$ cat src/rtl/alu_cmd_sequencer_if.sv
// Command/response handshake bundle between host logic and the ALU command sequencer.
// The host drives commands and response acceptance; the sequencer answers.
interface alu_cmd_sequencer_if #(
  parameter int WIDTH = 16,
  parameter int OP_W  = 4
);
  logic             cmd_valid;
  logic             cmd_ready;
  logic [OP_W-1:0]  cmd_opcode;
  logic [WIDTH-1:0] cmd_a;
  logic [WIDTH-1:0] cmd_b;
  logic             cmd_load;
  logic             clr_req;
  logic             rsp_valid;
  logic             rsp_ready;
  logic [WIDTH-1:0] rsp_data;
  logic             rsp_err;

  modport master (
    output cmd_valid, cmd_opcode, cmd_a, cmd_b, cmd_load, clr_req, rsp_ready,
    input  cmd_ready, rsp_valid, rsp_data, rsp_err
  );

  modport slave (
    input  cmd_valid, cmd_opcode, cmd_a, cmd_b, cmd_load, clr_req, rsp_ready,
    output cmd_ready, rsp_valid, rsp_data, rsp_err
  );
endinterface

$ cat src/rtl/alu_cmd_sequencer.sv
// Drives a fixed-latency accumulator ALU: one command in flight, operands held for the ALU
// latency, result captured and returned on a valid/ready response with an error flag.
module alu_cmd_sequencer #(
  parameter int WIDTH   = 16,
  parameter int OP_W    = 4,
  parameter int ALU_LAT = 2,
  parameter int MAX_OP  = 13,
  parameter int DIV_OP  = 8
) (
  input  logic                clk,
  input  logic                rst,
  alu_cmd_sequencer_if.slave  bus,
  output logic [WIDTH-1:0]    alu_a,
  output logic [WIDTH-1:0]    alu_b,
  output logic [OP_W-1:0]     alu_opcode,
  output logic                alu_load,
  output logic                alu_rst,
  input  logic [WIDTH-1:0]    alu_result,
  output logic                busy,
  output logic [15:0]         op_count
);

  localparam int CNT_W = (ALU_LAT > 1) ? $clog2(ALU_LAT) : 1;
  localparam logic [CNT_W-1:0] CNT_INIT = CNT_W'(ALU_LAT - 1);

  typedef enum logic [2:0] {IDLE, CLEAR, ISSUE, WAIT, RESP} state_t;

  state_t           state_q, state_d;
  logic [CNT_W-1:0] cnt_q, cnt_d;
  logic             accept;
  logic             cmd_err;

  function automatic logic is_err(input logic [OP_W-1:0] op, input logic [WIDTH-1:0] b);
    return (int'(op) > MAX_OP) || ((int'(op) == DIV_OP) && (b == '0));
  endfunction

  assign accept  = bus.cmd_valid & bus.cmd_ready;
  assign cmd_err = is_err(bus.cmd_opcode, bus.cmd_b);
  assign busy    = (state_q != IDLE);

  always_ff @(posedge clk) begin
    if (rst) begin
      state_q <= IDLE;
      cnt_q   <= '0;
    end else begin
      state_q <= state_d;
      cnt_q   <= cnt_d;
    end
  end

  // A command always beats a simultaneous clear request.
  always_comb begin
    state_d = state_q;
    cnt_d   = cnt_q;
    case (state_q)
      IDLE: begin
        if (accept) begin
          state_d = cmd_err ? RESP : ISSUE;
        end else if (bus.clr_req && bus.cmd_ready) begin
          state_d = CLEAR;
          cnt_d   = CNT_INIT;
        end
      end
      CLEAR: begin
        if (cnt_q == '0) state_d = IDLE;
        else             cnt_d   = cnt_q - 1'b1;
      end
      ISSUE: begin
        state_d = WAIT;
        cnt_d   = CNT_INIT;
      end
      WAIT: begin
        if (cnt_q == '0) state_d = RESP;
        else             cnt_d   = cnt_q - 1'b1;
      end
      RESP: begin
        if (bus.rsp_ready) state_d = IDLE;
      end
      default: state_d = IDLE;
    endcase
  end

  // ALU pins are loaded on the accept edge so the ISSUE cycle already presents the new
  // operands; the result is then sampled ALU_LAT+1 edges after accept.
  always_ff @(posedge clk) begin
    if (rst) begin
      bus.cmd_ready <= 1'b0;
      bus.rsp_valid <= 1'b0;
      bus.rsp_data  <= '0;
      bus.rsp_err   <= 1'b0;
      alu_a         <= '0;
      alu_b         <= '0;
      alu_opcode    <= '0;
      alu_load      <= 1'b0;
      alu_rst       <= 1'b1;
      op_count      <= '0;
    end else begin
      bus.cmd_ready <= (state_d == IDLE);
      bus.rsp_valid <= (state_d == RESP);
      alu_rst       <= (state_d == CLEAR);
      if (state_q == IDLE && accept) begin
        if (cmd_err) begin
          bus.rsp_data <= '0;
          bus.rsp_err  <= 1'b1;
        end else begin
          alu_a      <= bus.cmd_a;
          alu_b      <= bus.cmd_b;
          alu_opcode <= bus.cmd_opcode;
          alu_load   <= bus.cmd_load;
        end
      end
      if (state_q == ISSUE) begin
        op_count <= op_count + 16'd1;
      end
      if (state_q == WAIT && cnt_q == '0) begin
        bus.rsp_data <= alu_result;
        bus.rsp_err  <= 1'b0;
      end
    end
  end

endmodule

$ cat src/flat_wrapper.sv
// flat-port wrapper written by rule: the top's interface ports become plain ports
module alu_cmd_sequencer_flat 
#(
  parameter int WIDTH   = 16,
  parameter int OP_W    = 4,
  parameter int ALU_LAT = 2,
  parameter int MAX_OP  = 13,
  parameter int DIV_OP  = 8
)
  (clk, rst, alu_a, alu_b, alu_opcode, alu_load, alu_rst, alu_result, busy, op_count, bus_cmd_valid, bus_cmd_opcode, bus_cmd_a, bus_cmd_b, bus_cmd_load, bus_clr_req, bus_rsp_ready, bus_cmd_ready, bus_rsp_valid, bus_rsp_data, bus_rsp_err);
  alu_cmd_sequencer_if #(.WIDTH(WIDTH), .OP_W(OP_W)) bus_i ();
  input  logic clk;
  input  logic rst;
  output logic [WIDTH-1:0] alu_a;
  output logic [WIDTH-1:0] alu_b;
  output logic [OP_W-1:0] alu_opcode;
  output logic alu_load;
  output logic alu_rst;
  input  logic [WIDTH-1:0] alu_result;
  output logic busy;
  output logic [15:0] op_count;
  input wire logic [$bits(bus_i.cmd_valid)-1:0] bus_cmd_valid;
  input wire logic [$bits(bus_i.cmd_opcode)-1:0] bus_cmd_opcode;
  input wire logic [$bits(bus_i.cmd_a)-1:0] bus_cmd_a;
  input wire logic [$bits(bus_i.cmd_b)-1:0] bus_cmd_b;
  input wire logic [$bits(bus_i.cmd_load)-1:0] bus_cmd_load;
  input wire logic [$bits(bus_i.clr_req)-1:0] bus_clr_req;
  input wire logic [$bits(bus_i.rsp_ready)-1:0] bus_rsp_ready;
  output wire logic [$bits(bus_i.cmd_ready)-1:0] bus_cmd_ready;
  output wire logic [$bits(bus_i.rsp_valid)-1:0] bus_rsp_valid;
  output wire logic [$bits(bus_i.rsp_data)-1:0] bus_rsp_data;
  output wire logic [$bits(bus_i.rsp_err)-1:0] bus_rsp_err;
  assign bus_i.cmd_valid = bus_cmd_valid;
  assign bus_i.cmd_opcode = bus_cmd_opcode;
  assign bus_i.cmd_a = bus_cmd_a;
  assign bus_i.cmd_b = bus_cmd_b;
  assign bus_i.cmd_load = bus_cmd_load;
  assign bus_i.clr_req = bus_clr_req;
  assign bus_i.rsp_ready = bus_rsp_ready;
  assign bus_cmd_ready = bus_i.cmd_ready;
  assign bus_rsp_valid = bus_i.rsp_valid;
  assign bus_rsp_data = bus_i.rsp_data;
  assign bus_rsp_err = bus_i.rsp_err;
  alu_cmd_sequencer #(.WIDTH(WIDTH), .OP_W(OP_W), .ALU_LAT(ALU_LAT), .MAX_OP(MAX_OP), .DIV_OP(DIV_OP)) u_core (.clk(clk), .rst(rst), .bus(bus_i), .alu_a(alu_a), .alu_b(alu_b), .alu_opcode(alu_opcode), .alu_load(alu_load), .alu_rst(alu_rst), .alu_result(alu_result), .busy(busy), .op_count(op_count));
endmodule
$ cat config.mk
export PLATFORM = sky130hd
export DESIGN_NAME = alu_cmd_sequencer_flat
export DESIGN_NICKNAME = d
export VERILOG_FILES = /design/src/rtl/alu_cmd_sequencer_if.sv /design/src/rtl/alu_cmd_sequencer.sv /design/src/flat_wrapper.sv
export SDC_FILE = /design/constraint.sdc
export NUM_CORES = 1
export LEC_CHECK = 0
export CAP_MARGIN = 20
export CORE_MARGIN = 8
export CORE_UTILIZATION = 25
export CTS_BUF_LIST = sky130_fd_sc_hd__clkbuf_2 sky130_fd_sc_hd__clkbuf_4 sky130_fd_sc_hd__clkbuf_8
export DETAILED_ROUTE_END_ITERATION = 8
export GPL_TIMING_DRIVEN = 0
export SYNTH_ARGS = -nofsm -noshare
export SYNTH_HDL_FRONTEND = slang
export SYNTH_SLANG_ARGS = --single-unit
$ cat constraint.sdc
create_clock -name clk -period 2.23 [get_ports clk]
set_input_delay 0.669 -clock clk [delete_from_list [all_inputs] [get_ports clk]]
set_output_delay 0.669 -clock clk [all_outputs]
set_load 0.03 [all_outputs]
==> run summary <==
* outcome: completed
* total power consumption of the routed design: 3.903 mW
* Design Area, Final: 5030 sq um
* Initial Utilization: 25.31%
* global-route usage over all layers: 11.77%
* post-synth cell types: 45
* FP Rows: 41
* worst slew slack as a fraction of its limit: 63.64%
* number of violations of the max-capacitance limit: 0
* vias after detailed routing: 2,938
* standard cell area after detailed placement: 4682 sq um
* Std-Cell Core Area: 12,470 sq um
* switching component of the power: 1.247 mW
* proportion of register bits with asynchronous set or reset after synthesis: 0%
* CTS Root Cell: clkbuf_8
* dominant cell by count in the synthesized netlist: nand2_1
* antenna violations before repair: 1
* area growth from synthesis to layout: 59.40%
* post-route minimum period: 2.195 ns
* count of nets after finishing: 538
* library cell contributing the largest single delay on the critical path: clkdlybuf4s50_1
* routability congestion estimate: 0.7744
* cell type with the highest aggregate area in the netlist: dfxtp_1
* Max Clk Rate: 455.6 MHz
* max-slew violations: 0
* average footprint of a synthesized cell: 9.476 sq um
* Post-synth EDFFs: 0
* clk_lat worst skew: 0.35 ns
* area enclosed by the die boundary: 16,470 sq um
* most used standard cells in the synthesized netlist: 84 x nand2_1, 77 x dfxtp_1, 38 x mux2i_1, 17 x nor2_1, 16 x a32o_1
* number of iterations in the first detailed-routing pass: 4
* worst vdd ir: 0.3400 mV
* average detailed-routed wire length per instance: 15.05 microns
* via-per-instance ratio: 4.472
* reported leakage power: 1.924 nW
* buffers and inverters on the worst path: 4
* slowest stage delay, CP: 0.48 ns
* final hold slack: 0.4599 ns
* Hold Crit Class: flip-flop to flip-flop
* combinational share of power: 29.8%
* register share of total power: 41.5%
* level count of the clock H-tree: 3
* post-synth top area share: 48.85%
* top post-synthesis cells by area: dfxtp_1 49%, mux2i_1 12%, nand2_1 10%
* number of top-level pins: 132
* period utilisation layout: 98.42%
* TritonCTS clock tree: built
* Worst EP arrival: 2.44 ns
* endpoint type of the worst setup path: flip-flop
* Overflow after GRT: 0
* cts hold-fix bufs: 0
* layout cell share with drive strength beyond 1: 9.917%
* CP Cell Sequence: clkdlybuf4s50_1 -> inv_1 -> nor4b_4 -> or3b_1 -> buf_6 -> buf_8 -> a32o_1
* first-pass GRT wire length: 15,210 microns
* Ys Warns: 0
* Fin. Hold Viols: 0
* CTS clock-pin slew for the worst setup and hold paths: 0.08 ns
* Synthesized Nets: 392
* DP Wirelength: 7407 microns
* sink count of the clock tree: 77
* Post-DRT Antenna Nets: 0
* power per standard cell area: 775.9 nW/um^2
* via count of the first global-routing pass: 3,035
* post-synthesis instance area: 3156 sq um
* Num CTS Buffers: 9
* pin count of the biggest net entering global routing: 13
* CP max FO: 10
* critical path's top delay family: buffers and inverters
* Crit Path Category: input pin to flip-flop
* portion of the post-synthesis area used by sequential elements: 48.85%
* wire length after detailed routing: 9887 microns
* clock skew after layout: 0.008537 ns
* Crit path required time: 2.47 ns
* height of the die: 128.4 microns
* number of synthesized register bits: 77
* number of DRC violations after detailed-routing iteration 0: 97
* Reg2Reg Launch Point: u_core.state_q[2]
* final sum of negative setup slack: 0 ns
* worst hold path startpoint: u_core.alu_b[2]
* switching share of power: 31.96%
* transition time of the tightest slew-check pin: 0.5433 ns
* Critical Path Source Type: input pin
* Buffers on Ports: 131
* Synth Flop Type: dfxtp_1
* number of instances in the synthesized netlist: 333
* largest buffer count on any clock path: 2
* Critical Path Source: bus_cmd_opcode[3]
* clock network fraction of total power: 28.7%
* Post-route DRC: 0
* Int Pwr: 2.655 mW
* final setup fails: 0
* die extent in x: 128.4 microns
power groups by stage:
stage                     clock, mW  sequential (mW)  combinational, mW
after floorplan                   0             1.87              0.444
after global placement            0             1.64               1.16
after detailed placement          0             1.65               1.17
after CTS                      1.17             1.62               1.17
after global routing           1.23             1.64               1.24
final                          1.12             1.62               1.16
layout make-up:
class                   count  area [sq um]
fillers                  1235          7436
multi-input cells         232          1565
flip-flops and latches     77          1541
repair buffers            135          1359
well taps                 172         215.2
clock buffers              13         166.4
plain buffers              19         117.6
clock inverters             3         43.79
inverters                   5         18.77
diodes                      1         2.502
layout by cell type (no fill, tap or decap), drive strengths merged, types with 2 or more instances in the layout:
master and count:
nor3b 2, inv 5, dlymetal6s2s 10, nor3 3, o31ai 3, dlygate4sd2 12
mux2 2, or3 2, nor4 5, nand3 6, xnor2 5, or4 3
nand2 84, nand4 3, and3 5, nor4b 2, nand4bb 2, a211oi 2
mux2i 38, nor2b 3, buf 14, and2 3, clkinv 2, o21ai 3
dfxtp 77, nor2 18, clkbuf 23, clkdlybuf4s50 108, xor2 4, a32o 16
a21oi 6
path summary, 6_finish.rpt:
check	slack [ns]	to	cells after the start
max	0.04	u_core.bus.rsp_data[12]	7
min	0.46	u_core.alu_b[2]	2
max reg2reg	0.29	u_core.op_count[14]	5
min reg2reg	0.46	u_core.alu_b[2]	2
per-layer routing:
layer  share of wire, %  track usage [%]  vias to the layer above
met4                1.3            4.825                        0
met5                  0                0                        -
met3                9.8            5.792                       11
met1                 43            12.66                     1367
met2                 46            19.37                       95
li1                   -                -                     1465
repair_timing:
| action | in CTS | in global routing |
|---|---|---|
| setup buffers | 3 | 1 |
| gates resized for setup | 29 | 20 |
| gates cloned | 0 | 0 |
| endpoints found under the setup margin | 48 | 60 |
| pin swaps | 8 | 8 |
metrics by stage:
step           utilization, %  instances  worst slack [ns]
6_report                40.35        657           0.03514
5_1_grt                 40.35        657         -0.002351
4_1_cts                 39.84        655          0.001714
3_5_place_dp            37.56        636           -0.6205
3_3_place_gp            37.56        636           -0.6228
2_1_floorplan               -        333            0.1600
kinds of logic after synthesis:
kind of cell             synth area share, %
buffers and inverters                  3.846
XOR/XNOR                               2.498
flip-flops                             48.85
adder cells (fa/ha/maj)               0.3964
AO/OA/AOI/OAI                          9.358
multiplexers                           12.77
AND/OR/NAND/NOR                        22.28
worst min-delay path, delay by kind of cell (launching register included):
| kind | cells | cell delay [ns] |
|---|---|---|
| simple gates | 1 | 0.05 |
| mux | 1 | 0.05 |
| flops | 1 | 0.32 |
flip-flops by register name, indices dropped and copies added (netlist names):
| register | flops |
|---|---|
| u_core.alu_a | 16 |
| u_core.alu_b | 16 |
| u_core.bus.rsp_data | 16 |
| u_core.op_count | 16 |
| u_core.alu_opcode | 4 |
| u_core.state_q | 3 |
| u_core.alu_load | 1 |
| u_core.alu_rst | 1 |
| u_core.bus.cmd_ready | 1 |
| u_core.bus.rsp_err | 1 |
| u_core.bus.rsp_valid | 1 |
| u_core.cnt_q | 1 |
Power figures use the tool's default switching activity.
